$ cat src/rtl/nvdla_csb_seq.sv
`default_nettype none
// ============================================================================
// Module   : nvdla_csb_seq
// Purpose  : Queued CSB command sequencer. Software pushes up to DEPTH
//            read / write / wait-for-interrupt commands, then pulses start.
//            Commands are issued in order to the CSB engine. Read results
//            are returned on a valid/ready stream. done_o pulses when the
//            queue drains.
// Revision : 1.0 - initial release
//
// Build option:
//   NVDLA_CSB_SEQ_TIMEOUT_EN - when defined, wait_intr commands carry a
//   timeout counter. A timeout sets err_o and the command completes.
//   When undefined, wait_intr waits indefinitely for intr_i.
//
// Ports:
//   clk_i, rst_ni               clock, asynchronous active-low reset
//   clear_i                     synchronous flush of queue, FSM and err_o
//   cmd_valid_i/cmd_ready_o     command push handshake
//   cmd_op_i/addr_i/wdat_i      command payload (00 rd, 01 wr, 10 wait, 11 rsvd)
//   start_i                     begin execution from IDLE
//   csb_req_valid_o/ready_i     CSB request handshake
//   csb_addr_o/wdat_o/write_o   CSB request payload (zero while not valid)
//   csb_rvalid_i/rdata_i        CSB read response
//   csb_wr_complete_i           CSB write completion
//   intr_i                      NVDLA interrupt level
//   timeout_cycles_i            wait_intr timeout, 0 disables
//   rd_valid_o/ready_i/data_o   read-result stream
//   busy_o, done_o, err_o       status
//   count_o                     queue occupancy
// ============================================================================
module nvdla_csb_seq #(
  parameter int unsigned DEPTH = 8,
  parameter int unsigned AW    = 16,
  parameter int unsigned DW    = 32,
  parameter int unsigned TO_W  = 16
) (
  input  logic                         clk_i,
  input  logic                         rst_ni,
  input  logic                         clear_i,
  input  logic                         cmd_valid_i,
  output logic                         cmd_ready_o,
  input  logic [1:0]                   cmd_op_i,
  input  logic [AW-1:0]                cmd_addr_i,
  input  logic [DW-1:0]                cmd_wdat_i,
  input  logic                         start_i,
  output logic                         csb_req_valid_o,
  input  logic                         csb_req_ready_i,
  output logic [AW-1:0]                csb_addr_o,
  output logic [DW-1:0]                csb_wdat_o,
  output logic                         csb_write_o,
  input  logic                         csb_rvalid_i,
  input  logic [DW-1:0]                csb_rdata_i,
  input  logic                         csb_wr_complete_i,
  input  logic                         intr_i,
  input  logic [TO_W-1:0]              timeout_cycles_i,
  output logic                         rd_valid_o,
  input  logic                         rd_ready_i,
  output logic [DW-1:0]                rd_data_o,
  output logic                         busy_o,
  output logic                         done_o,
  output logic                         err_o,
  output logic [$clog2(DEPTH+1)-1:0]   count_o
);

  localparam int unsigned PW = $clog2(DEPTH);
  localparam int unsigned CW = $clog2(DEPTH+1);
  localparam logic [CW-1:0] DEPTH_C = CW'(DEPTH);

  localparam logic [1:0] OP_RD   = 2'b00;
  localparam logic [1:0] OP_WR   = 2'b01;
  localparam logic [1:0] OP_WAIT = 2'b10;

  typedef enum logic [2:0] {
    S_IDLE      = 3'd0,
    S_ISSUE     = 3'd1,
    S_WAIT_RSP  = 3'd2,
    S_PUSH_RD   = 3'd3,
    S_WAIT_INTR = 3'd4,
    S_NEXT      = 3'd5,
    S_DONE      = 3'd6
  } state_t;

  state_t          state_q, state_d;

  // Command queue storage (payload only; no reset needed)
  logic [1:0]      op_mem   [DEPTH];
  logic [AW-1:0]   addr_mem [DEPTH];
  logic [DW-1:0]   wdat_mem [DEPTH];

  logic [PW-1:0]   wr_ptr_q, rd_ptr_q;
  logic [CW-1:0]   count_q;
  logic            err_q;
  logic [DW-1:0]   rd_data_q;

  logic            push, pop;
  logic            err_set;
  logic            capture_rd;
  logic            req_valid;
  logic            rd_valid;
  logic            done;
  logic            wait_entry;
  logic            timeout_hit;

  logic [1:0]      head_op;
  logic [AW-1:0]   head_addr;
  logic [DW-1:0]   head_wdat;

  assign head_op   = op_mem[rd_ptr_q];
  assign head_addr = addr_mem[rd_ptr_q];
  assign head_wdat = wdat_mem[rd_ptr_q];

  // No same-cycle bypass: readiness depends only on registered occupancy.
  // clear_i suppresses a push in the same cycle.
  assign cmd_ready_o = (count_q < DEPTH_C);
  assign push        = cmd_valid_i & cmd_ready_o & ~clear_i;

  // --------------------------------------------------------------------------
  // Queue write port
  // --------------------------------------------------------------------------
  always_ff @(posedge clk_i) begin
    if (push) begin
      op_mem[wr_ptr_q]   <= cmd_op_i;
      addr_mem[wr_ptr_q] <= cmd_addr_i;
      wdat_mem[wr_ptr_q] <= cmd_wdat_i;
    end
  end

  // --------------------------------------------------------------------------
  // Queue pointers and occupancy; DEPTH is a power of two so pointers wrap
  // naturally at their width.
  // --------------------------------------------------------------------------
  always_ff @(posedge clk_i or negedge rst_ni) begin
    if (!rst_ni) begin
      wr_ptr_q <= '0;
      rd_ptr_q <= '0;
      count_q  <= '0;
    end else if (clear_i) begin
      wr_ptr_q <= '0;
      rd_ptr_q <= '0;
      count_q  <= '0;
    end else begin
      if (push) wr_ptr_q <= wr_ptr_q + PW'(1);
      if (pop)  rd_ptr_q <= rd_ptr_q + PW'(1);
      case ({push, pop})
        2'b10:   count_q <= count_q + CW'(1);
        2'b01:   count_q <= count_q - CW'(1);
        default: count_q <= count_q;
      endcase
    end
  end

  // --------------------------------------------------------------------------
  // Optional wait_intr timeout counter
  // --------------------------------------------------------------------------
`ifdef NVDLA_CSB_SEQ_TIMEOUT_EN
  logic [TO_W-1:0] to_cnt_q;

  always_ff @(posedge clk_i or negedge rst_ni) begin
    if (!rst_ni) begin
      to_cnt_q <= '0;
    end else if (clear_i || wait_entry) begin
      to_cnt_q <= '0;
    end else if (state_q == S_WAIT_INTR) begin
      to_cnt_q <= to_cnt_q + TO_W'(1);
    end
  end

  assign timeout_hit = (timeout_cycles_i != '0) && (to_cnt_q == timeout_cycles_i);
`else
  logic [TO_W:0] unused_timeout;
  assign unused_timeout = {timeout_cycles_i, wait_entry};
  assign timeout_hit    = 1'b0;
`endif

  // --------------------------------------------------------------------------
  // FSM state register
  // --------------------------------------------------------------------------
  always_ff @(posedge clk_i or negedge rst_ni) begin
    if (!rst_ni) begin
      state_q <= S_IDLE;
    end else if (clear_i) begin
      state_q <= S_IDLE;
    end else begin
      state_q <= state_d;
    end
  end

  // --------------------------------------------------------------------------
  // FSM next-state and control
  // --------------------------------------------------------------------------
  always_comb begin
    state_d    = state_q;
    pop        = 1'b0;
    err_set    = 1'b0;
    capture_rd = 1'b0;
    req_valid  = 1'b0;
    rd_valid   = 1'b0;
    done       = 1'b0;
    wait_entry = 1'b0;

    case (state_q)
      S_IDLE: begin
        if (start_i) begin
          state_d = (count_q != '0) ? S_ISSUE : S_DONE;
        end
      end

      S_ISSUE: begin
        case (head_op)
          OP_RD, OP_WR: begin
            req_valid = 1'b1;
            if (csb_req_ready_i) state_d = S_WAIT_RSP;
          end
          OP_WAIT: begin
            wait_entry = 1'b1;
            state_d    = S_WAIT_INTR;
          end
          default: begin
            // Reserved opcode: flag it, drop it, keep the sequence going.
            err_set = 1'b1;
            pop     = 1'b1;
            state_d = S_NEXT;
          end
        endcase
      end

      S_WAIT_RSP: begin
        // The head stays in the queue until its response arrives, so its
        // opcode selects which completion pulse ends the wait.
        if (head_op == OP_WR) begin
          if (csb_wr_complete_i) begin
            pop     = 1'b1;
            state_d = S_NEXT;
          end
        end else if (csb_rvalid_i) begin
          pop        = 1'b1;
          capture_rd = 1'b1;
          state_d    = S_PUSH_RD;
        end
      end

      S_PUSH_RD: begin
        rd_valid = 1'b1;
        if (rd_ready_i) state_d = S_NEXT;
      end

      S_WAIT_INTR: begin
        // intr_i takes priority over a coincident timeout.
        if (intr_i) begin
          pop     = 1'b1;
          state_d = S_NEXT;
        end else if (timeout_hit) begin
          err_set = 1'b1;
          pop     = 1'b1;
          state_d = S_NEXT;
        end
      end

      S_NEXT: begin
        state_d = (count_q != '0) ? S_ISSUE : S_DONE;
      end

      S_DONE: begin
        done    = 1'b1;
        state_d = S_IDLE;
      end

      default: begin
        state_d = S_IDLE;
      end
    endcase
  end

  // --------------------------------------------------------------------------
  // Sticky error and captured read data
  // --------------------------------------------------------------------------
  always_ff @(posedge clk_i or negedge rst_ni) begin
    if (!rst_ni) begin
      err_q <= 1'b0;
    end else if (clear_i) begin
      err_q <= 1'b0;
    end else if (err_set) begin
      err_q <= 1'b1;
    end
  end

  // Only written on a read response, so it is stable throughout PUSH_RD.
  always_ff @(posedge clk_i or negedge rst_ni) begin
    if (!rst_ni) begin
      rd_data_q <= '0;
    end else if (capture_rd && !clear_i) begin
      rd_data_q <= csb_rdata_i;
    end
  end

  // --------------------------------------------------------------------------
  // Outputs. Request payload is forced to zero while no request is offered,
  // which keeps the queue storage (unreset) off the port after reset.
  // --------------------------------------------------------------------------
  assign csb_req_valid_o = req_valid;
  assign csb_addr_o      = req_valid ? head_addr : '0;
  assign csb_wdat_o      = req_valid ? head_wdat : '0;
  assign csb_write_o     = req_valid & (head_op == OP_WR);

  assign rd_valid_o = rd_valid;
  assign rd_data_o  = rd_data_q;
  assign busy_o     = (state_q != S_IDLE);
  assign done_o     = done;
  assign err_o      = err_q;
  assign count_o    = count_q;

endmodule
`default_nettype wire

$ cat config.mk
export PLATFORM = sky130hd
export DESIGN_NAME = nvdla_csb_seq
export DESIGN_NICKNAME = d
export VERILOG_FILES = /design/src/rtl/nvdla_csb_seq.sv
export SDC_FILE = /design/constraint.sdc
export NUM_CORES = 1
export LEC_CHECK = 0
export CAP_MARGIN = 20
export CORE_MARGIN = 1.5
export CORE_UTILIZATION = 55
export CTS_CLUSTER_SIZE = 14
export DETAILED_ROUTE_END_ITERATION = 7
export PLACE_DENSITY = 0.85
export SETUP_SLACK_MARGIN = 0.02
export SYNTH_ARGS = -nofsm -noshare
export SYNTH_HDL_FRONTEND = slang
export SYNTH_SLANG_ARGS = --single-unit
$ cat constraint.sdc
create_clock -name clk_i -period 6 [get_ports clk_i]
set_clock_uncertainty 0.05 [all_clocks]
set_input_delay 1.2 -clock clk_i [delete_from_list [all_inputs] [get_ports clk_i]]
set_output_delay 1.2 -clock clk_i [all_outputs]
set_load 0.005 [all_outputs]
Word-level counts from Yosys, hierarchy flattened
Memories as Yosys holds them, arrays and structs flattened.
Cells that the tools add are included.
Widths: inputs -> output; s select.
{"block": "word_totals", "n_memories": 3, "in_bits": 108, "wordCells": 83, "ram_bits": 400, "ff_bits": 46, "output_inout_bits": 91}
{"name": "wdat_mem", "depth": 8, "width": 32, "rd": 1, "rd_ports_with_merged_regs": 0, "wr": 1, "line_no": "89", "source": "logic [DW-1:0] wdat_mem [DEPTH];"}
{"name": "addr_mem", "depth": 8, "width": 16, "rd": 1, "rd_ports_with_merged_regs": 0, "wr": 1, "line_no": "88", "source": "logic [AW-1:0] addr_mem [DEPTH];"}
{"name": "op_mem", "depth": 8, "width": 2, "rd": 1, "rd_ports_with_merged_regs": 0, "wr": 1, "line_no": "87", "source": "logic [1:0] op_mem [DEPTH];"}
{"block": "op_classes", "n_reduce_logical": 13, "n_mux": 36, "n_bitwise": 4, "order_cmp": 1, "add_sub_neg": 4, "eq_ne": 16}
{"op": "$mux 3", "count": 13}
{"op": "$mux 32", "count": 1}
{"op": "$pmux 3 s6", "count": 1}
{"op": "$mux 1", "count": 16}
{"op": "$mux 16", "count": 1}
{"op": "$ne 4x4->1 const B", "count": 3}
{"op": "$eq 3x3->1 const B", "count": 3}
{"op": "$ne 3x3->1 const B", "count": 3}
{"op": "$pmux 4 s2", "count": 1}
{"op": "$add 3x1->3 const B", "count": 2}
{"op": "$eq 3x2->1 const B", "count": 2}
{"op": "$pmux 3 s2", "count": 1}
{"op": "$reduce_and 6->1", "count": 1}
{"op": "$reduce_bool 2->1", "count": 3}
{"op": "$reduce_bool 3->1", "count": 2}
{"op": "$add 4x1->4 const B", "count": 1}
{"op": "$eq 2x1->1 const B", "count": 2}
{"op": "$eq 2x2->1 const B", "count": 2}
{"op": "$lt 4x4->1 const B", "count": 1}
{"op": "$mux 4", "count": 1}
{"op": "$reduce_bool 4->1", "count": 1}
{"op": "$sub 4x1->4 const B", "count": 1}
{"op": "$and 1x1->1", "count": 3}
{"op": "$eq 3x1->1 const B", "count": 1}
{"op": "other kinds (8)", "count": 8}

Longest topological paths before layout
Gate-level depths: netlist of run 1.
An unclocked memory read counts as a cell.
{"block": "depth", "ltp_word": 8, "mapped_depth": 12, "ltp_nobuf": 11}

Worst setup path after synthesis of run 1
Ideal clock, no wire load.
{"block": "synth_path", "path_type": "input to register", "from": "input clear_i", "to": "memory addr_mem[0][0] (enable)", "t_required_ns": 5.431, "setup_slack_ns": 0.207, "t_arrival_ns": 5.224, "path_stages": 3, "setup_time_ns": 0.519, "path_cell_list": "clkbuf_1 or3_1 nor3_1"}
{"block": "synth_between", "elab_chain_len": 4}
{"item": "start, declared", "line_no": "40", "source": "input logic clear_i,"}
{"item": "$not 1->1", "line_no": "116", "source": "assign push = cmd_valid_i & cmd_ready_o & ~clear_i;"}
{"item": "$and 1x1->1", "line_no": "116"}
{"item": "$mux 1", "line_no": "122", "source": "if (push) begin"}
{"item": "$mux 1 (not written as such)", "line_no": "124", "source": "addr_mem[wr_ptr_q] <= cmd_addr_i;"}
{"item": "end, declared", "line_no": "88"}
Every way passes these cells.

Worst setup path in the final report of run 1
{"block": "layout_path", "from": "register rd_ptr_q[0]", "to": "output csb_wdat_o[28]"}
{"block": "layout_between", "elab_chain_len": 6}
{"item": "start, declared", "line_no": "91", "source": "logic [PW-1:0] wr_ptr_q, rd_ptr_q;"}
{"item": "start signal, assigned", "line_no": "144", "source": "if (pop) rd_ptr_q <= rd_ptr_q + PW'(1);"}
{"item": "$mem_v2 8x2"}
{"item": "$eq 2x1->1 or $logic_not 2->1 (tied branches)", "line_no": "210", "source": "case (head_op)"}
{"item": "$reduce_or 2->1", "line_no": "210"}
{"item": "$mux 1", "line_no": "210"}
{"item": "$mux 1", "line_no": "202", "source": "case (state_q)"}
{"item": "$mux 32 (*)", "line_no": "303", "source": "assign csb_wdat_o = req_valid ? head_wdat : '0;"}
{"item": "end, declared", "line_no": "50", "source": "output logic [DW-1:0] csb_wdat_o,"}
Every way passes the cells marked *; elsewhere a longest branch is shown, timed or not.

==> results of run 1 <==
==> worst paths after layout <==
kind / from / end / cells past startpoint
max: rd_ptr_q[0]$_DFFE_PN0P_ / csb_wdat_o[28] / 6
min: rd_data_o[20]$_DFFE_PN0P_ / rd_data_o[20]$_DFFE_PN0P_ / 1
max reg2reg: rd_ptr_q[1]$_DFFE_PN0P_ / count_o[3]$_DFFE_PN0P_ / 11
min reg2reg: rd_data_o[20]$_DFFE_PN0P_ / rd_data_o[20]$_DFFE_PN0P_ / 1
max in group asynchronous: rst_ni / rd_ptr_q[2]$_DFFE_PN0P_ / 2
min in group asynchronous: rst_ni / count_o[1]$_DFFE_PN0P_ / 1
==> metal layers <==
layer	share of wire (%)	wire, um	global-route usage (%)
met1	42	14600	31.3
met2	49	16900	35.0
met3	6.9	2390	4.12
met4	2.1	743	5.34
met5	0.037	13	0
==> through the flow <==
step,util (%),cells,setup slack (ns),hold WS [ns]
3_3_place_gp,64.1,1392,1.45,0.417
2_1_floorplan,-,837,0.207,0.433
6_report,68.6,1471,0.898,0.437
3_5_place_dp,64.1,1392,1.37,0.432
5_1_grt,68.6,1471,0.650,0.446
4_1_cts,68.5,1469,0.810,0.444
==> cell type report <==
type,instances,area [um2],area share (%)
clock inverters,21,206,0.976
diodes,1,2.50,0.0118
clock buffers,56,1170,5.52
flip-flops and latches,446,13200,62.3
repair buffers,202,2020,9.54
inverters,5,18.8,0.0888
multi-input cells,344,4060,19.2
well taps,396,495,2.34
==> cells by family after synthesis <==
| family | count (synthesis) |
|---|---|
| DFF | 446 |
| muxes | 184 |
| and+or+nand+nor | 119 |
| buffers and inverters | 47 |
| AOI/OAI and AO/OA | 30 |
| xor gates and xnor gates | 7 |
| adders and majority gates | 4 |
==> flip-flops by register name, summed over array words and instances (netlist names) <==
name       cells
addr_mem     128
wdat_mem     256
op_mem        16
err_o          1
rd_data_o     32
rd_ptr_q       3
state_q        3
wr_ptr_q       3
count_o        4
==> cell usage after synthesis (5+ instances only) <==
library cell / number / area share (%)
sky130_fd_sc_hd__a21oi_1: 8 / 0.23
sky130_fd_sc_hd__buf_1: 13 / 0.28
sky130_fd_sc_hd__buf_2: 5 / 0.14
sky130_fd_sc_hd__clkbuf_1: 22 / 0.48
sky130_fd_sc_hd__dfrtp_1: 46 / 6.6
sky130_fd_sc_hd__edfxtp_1: 400 / 69
sky130_fd_sc_hd__inv_1: 5 / 0.11
sky130_fd_sc_hd__mux2_2: 31 / 2.0
sky130_fd_sc_hd__mux2i_1: 49 / 2.8
sky130_fd_sc_hd__mux4_2: 100 / 13
sky130_fd_sc_hd__nand2_1: 14 / 0.30
sky130_fd_sc_hd__nor2_1: 68 / 1.5
sky130_fd_sc_hd__nor3_1: 9 / 0.26
sky130_fd_sc_hd__o21ai_0: 7 / 0.20
==> where the power goes <==
group | internal (mW) | leakage (nW) | switching (mW) | total, mW
Clock | 1.54 | 0.663 | 1.09 | 2.63
Combinational | 0.976 | 1.92 | 0.758 | 1.73
Sequential | 3.62 | 4.19 | 0.171 | 3.79
==> results.sh, run 1 <==
export IMPL_clock_latency_ns=0.53
export IMPL_synth_avg_cell_area_um2=20.7
export IMPL_muxShareOfSynthArea_pct=18.2
export IMPL_finalNetCount=1156
export IMPL_timing_critical_path_to_type="output pin"
export IMPL_final_hold_vio_count=0
export IMPL_fillCellCount=1921
export IMPL_ir_worst_vdd_mv=0.284
export IMPL_tightest_slew_margin_relative_to_the_limit_pct=26.6
export IMPL_grt_pass1_vias=9099
export IMPL_overflow=0
export IMPL_fp_dieArea_um2=32600
export IMPL_detailedRoute_firstIterationViolations=724
export IMPL_number_of_clock_sinks=446
export IMPL_final_setup_tns_ns=0
export IMPL_root_buffer="sky130_fd_sc_hd__clkbuf_16"
export IMPL_floorplan_initialDensity_pct=56.3
export IMPL_maximum_number_of_pins_on_one_net_before_global_route_repair=81
export IMPL_drv_slew=0
export IMPL_grt_first_pass_wirelength_um=53800
export IMPL_io_buf_count=182
export IMPL_arrival_time_of_data_at_the_critical_path_endpoint_ns=3.85
export IMPL_synthToLayoutAreaGrowth_pct=21.8
export IMPL_worstPathCellList="mux4_2 -> mux2i_4 -> nand2_2 -> buf_4 -> nor2_1 -> clkdlybuf4s50_1"
export IMPL_post_synth_instance_area_um2=17400
export IMPL_synth_top_family_by_area="multiplexers"
export IMPL_worst_setup_path_start_kind="flip-flop"
export IMPL_htreeDepth=2
export IMPL_drcViolationCount=0
export IMPL_gp_congestion=0.825
export IMPL_ff2ff_setup_slack_ns=1.46
export IMPL_dieHeight_um=181
export IMPL_grtUsageTotal_pct=21.8
export IMPL_fmax_mhz=196
export IMPL_firstDrtPassIters=5
export IMPL_ctsResizeCount=0
export IMPL_total_power_mw=8.16
export IMPL_static_leakage_power_nw=6.77
export IMPL_route_antenna_remaining_nets=0
export IMPL_power_density_nw_per_um2=386
export IMPL_max_cap_viol_count=0
export IMPL_critPathSlowestCell="sky130_fd_sc_hd__dfrtp_4"
export IMPL_placeableCoreArea_um2=30800
export IMPL_worst_pin_slew_ns=1.10
export IMPL_tritoncts_num_buffers=45
export IMPL_synth_fa_ha_area_share_pct=0.288
export IMPL_drive_above_1_share_pct=21.1
export IMPL_routed_wl_um=34700
export IMPL_required_time_of_the_critical_path_ns=4.75
export IMPL_critical_path_s_largest_stage_delay_ns=0.73
export IMPL_async_reset_ff_share_pct=10.3
export IMPL_synth_seq_area_share_pct=75.8
export IMPL_synth_simple_area_share_pct=3.17
export IMPL_cts_reportedPaths_clkPinSlew_ns=0.06
export IMPL_timing_critical_path_buf_inv=2
export IMPL_post_cts_hold_buffer_count=0
export IMPL_finalSetupViolations=0
export IMPL_crit_path_max_fanout=31
export IMPL_result_of_the_run="complete, no violations"
export IMPL_postSynthRegisterBits=446
export IMPL_ctsLongestPathBuffers=3
export IMPL_antenna_violations_before_repair=2
export IMPL_worst_setup_path_type="reg2out"
export IMPL_num_io_pins=199
export IMPL_synth_compound_area_share_pct=1.11
export IMPL_final_common_cell="sky130_fd_sc_hd__edfxtp_1"
export IMPL_cts_tree="built"
export IMPL_postCtsSetupBuffers=0
export IMPL_layout_worst_path_cycle_share_pct=85.0
export IMPL_floorplan_rows=64
export IMPL_number_of_flops_mapped_to_enable_cells_by_yosys=400
export IMPL_die_width_um=181
export IMPL_synth_fp_nets=949
export IMPL_cp_top_family="buffers and inverters"
export IMPL_synth_warnings=0
export IMPL_predominant_post_synthesis_flop_cell="sky130_fd_sc_hd__edfxtp_1"
export IMPL_synth_xor_area_share_pct=0.353
export IMPL_vias=8825
export IMPL_timing_final_crit_period_ns=5.10
export IMPL_grt_setup_unrepaired="no"
export IMPL_synthDistinctLibCells=49
export IMPL_layout_common_cells="sky130_fd_sc_hd__edfxtp_1, sky130_fd_sc_hd__clkdlybuf4s50_1, sky130_fd_sc_hd__mux4_2"
export IMPL_place_area_um2=19700
export IMPL_viasPerCell=6.00
export IMPL_holdCritPathClass="reg2reg"
export IMPL_synth_cells=837
export IMPL_finalInstanceArea_um2=21100
export IMPL_wl_per_cell_um=23.6
export IMPL_half_perimeter_wire_length_of_the_detailed_placement_result_um=19400
No activity file was read; power rests on OpenSTA's default activity.
==> inputs of run 2 (changes only) <==
--- a/config.mk
+++ b/config.mk
@@ -8,6 +8,7 @@
 export CAP_MARGIN = 20
 export CORE_MARGIN = 1.5
 export CORE_UTILIZATION = 55
+export CTS_CLUSTER_DIAMETER = 120
 export CTS_CLUSTER_SIZE = 14
 export DETAILED_ROUTE_END_ITERATION = 7
 export PLACE_DENSITY = 0.85
==> run 2 against run 1 <==
Global-route usage hardly changed; worst hold slack better by 0.00055 ns; flip-flop and latch count stayed put; maximum frequency is 0.14% lower; count of clock-buffer cells in the layout is 8 lower; die area stayed put; total power is 5.8% lower; non-clock buffer count stayed put; sequential power hardly changed; clock power is 18% lower; via count is 0.97% lower; critical path type unchanged; cell count is 1.8% lower.
==> results.sh, run 2 (same netlist as run 1, synthesis figures left out) <==
export IMPL_result_of_the_run="complete, no violations"
export IMPL_drcViolationCount=0
export IMPL_worst_slack_ns=0.891
export IMPL_finalSetupViolations=0
export IMPL_layout_core_utilization_pct=67.5
export IMPL_worst_setup_path_start_kind="flip-flop"
export IMPL_timing_critical_path_to_type="output pin"
export IMPL_drive_above_1_share_pct=20.0
export IMPL_ctsLongestPathBuffers=3
export IMPL_synthToLayoutAreaGrowth_pct=19.8
export IMPL_antenna_violations_before_repair=1
export IMPL_number_of_clock_sinks=446
export IMPL_tritoncts_num_buffers=37
export IMPL_worstPathCellList="mux4_2 -> mux2i_4 -> nand2_2 -> buf_4 -> nor2_1 -> clkdlybuf4s50_1"
export IMPL_floorplan_rows=64
export IMPL_drv_slew=0
export IMPL_worst_setup_path_type="reg2out"
export IMPL_wl_per_cell_um=23.8
export IMPL_tightest_slew_margin_relative_to_the_limit_pct=27.5
export IMPL_root_buffer="sky130_fd_sc_hd__clkbuf_16"
export IMPL_htreeDepth=2
export IMPL_grt_pass1_vias=9048
export IMPL_critical_path_s_largest_stage_delay_ns=0.74
export IMPL_worst_pin_slew_ns=1.09
export IMPL_maximum_number_of_pins_on_one_net_before_global_route_repair=81
export IMPL_grt_setup_unrepaired="no"
export IMPL_placeableCoreArea_um2=30800
export IMPL_cts_tree="built"
export IMPL_die_width_um=181
export IMPL_final_hold_vio_count=0
export IMPL_crit_path_max_fanout=31
export IMPL_registers_top_by_ff_count="wdat_mem"
export IMPL_placedCellCount=1392
export IMPL_max_cap_viol_count=0
export IMPL_fin_worst_hold_slack_ns=0.438
export IMPL_finalNetCount=1148
export IMPL_reg2regPathDepth=11
export IMPL_postCtsSetupBuffers=0
export IMPL_fmax_mhz=196
export IMPL_routed_wl_um=34400
export IMPL_ir_worst_vdd_mv=0.263
export IMPL_ctsResizeCount=0
export IMPL_layout_common_cells="sky130_fd_sc_hd__edfxtp_1, sky130_fd_sc_hd__clkdlybuf4s50_1, sky130_fd_sc_hd__mux4_2"
export IMPL_half_perimeter_wire_length_of_the_detailed_placement_result_um=19400
export IMPL_holdCritPathClass="in2async"
export IMPL_clock_latency_ns=0.53
export IMPL_firstDrtPassIters=5
export IMPL_route_antenna_remaining_nets=0
export IMPL_required_time_of_the_critical_path_ns=4.75
export IMPL_final_common_cell="sky130_fd_sc_hd__edfxtp_1"
export IMPL_finish_cell_count_without_fillers=1444
export IMPL_grtUsageTotal_pct=21.8
export IMPL_grt_first_pass_wirelength_um=53700
export IMPL_antenna_cells_inserted=0
export IMPL_dieHeight_um=181
export IMPL_gp_congestion=0.825
export IMPL_finalInstanceArea_um2=20800
export IMPL_critPathSlowestCell="sky130_fd_sc_hd__dfrtp_4"
export IMPL_power_density_nw_per_um2=370
export IMPL_fp_dieArea_um2=32600
export IMPL_io_buf_count=182
export IMPL_total_power_mw=7.69
export IMPL_static_leakage_power_nw=6.61
export IMPL_overflow=0
export IMPL_vias=8739
export IMPL_timing_final_crit_period_ns=5.11
export IMPL_fillCellCount=1934
export IMPL_viasPerCell=6.05
export IMPL_layout_worst_path_cycle_share_pct=85.1
export IMPL_placement_setup_worst_slack_ns=1.37
export IMPL_place_area_um2=19700
export IMPL_detailedRoute_firstIterationViolations=698
export IMPL_final_setup_tns_ns=0
export IMPL_num_io_pins=199
export IMPL_cts_reportedPaths_clkPinSlew_ns=0.08
export IMPL_arrival_time_of_data_at_the_critical_path_endpoint_ns=3.86
export IMPL_post_cts_hold_buffer_count=0
export IMPL_largest_register_ff_count=256
export IMPL_floorplan_initialDensity_pct=56.3
run 2: critical path: cells and delay by family, from the launching register on:
kind                   cells  cell delay (ns)
multiplexers               2             0.87
buffers and inverters      2             1.00
AND/OR/NAND/NOR            2             0.70
flip-flops                 1             0.74
run 2: final cells by class:
| cell class | instances | area, um2 | area share (%) |
|---|---|---|---|
| Sequential cell | 446 | 13200 | 63.3 |
| Multi-Input combinational cell | 344 | 4060 | 19.5 |
| Timing Repair Buffer | 202 | 2020 | 9.70 |
| Clock buffer | 48 | 988 | 4.75 |
| Tap cell | 396 | 495 | 2.38 |
| Clock inverter | 3 | 40.0 | 0.193 |
| Inverter | 5 | 18.8 | 0.0902 |
run 2: path summary, 6_finish.rpt:
check	slack, ns	end	startpoint
max in group asynchronous	4.97	rd_ptr_q[2]$_DFFE_PN0P_	rst_ni
worst max register to register	1.47	count_o[3]$_DFFE_PN0P_	rd_ptr_q[1]$_DFFE_PN0P_
min in group clk_i	0.44	rd_data_o[20]$_DFFE_PN0P_	rd_data_o[20]$_DFFE_PN0P_
worst min register to register	0.44	rd_data_o[20]$_DFFE_PN0P_	rd_data_o[20]$_DFFE_PN0P_
worst max-delay path	0.89	csb_wdat_o[28]	rd_ptr_q[0]$_DFFE_PN0P_
worst min-delay path	0.44	count_o[1]$_DFFE_PN0P_	rst_ni
run 2: routing by layer:
metal  track usage, %  part of all wire, %
met1             30.7                   42
met2             35.4                   49
met3             4.95                  7.3
met4             4.74                  1.5
met5                0                0.038
run 2: report_power, final:
part,switching (mW),internal (mW)
Sequential,0.170,3.62
Clock,1.01,1.16
Combinational,0.756,0.975
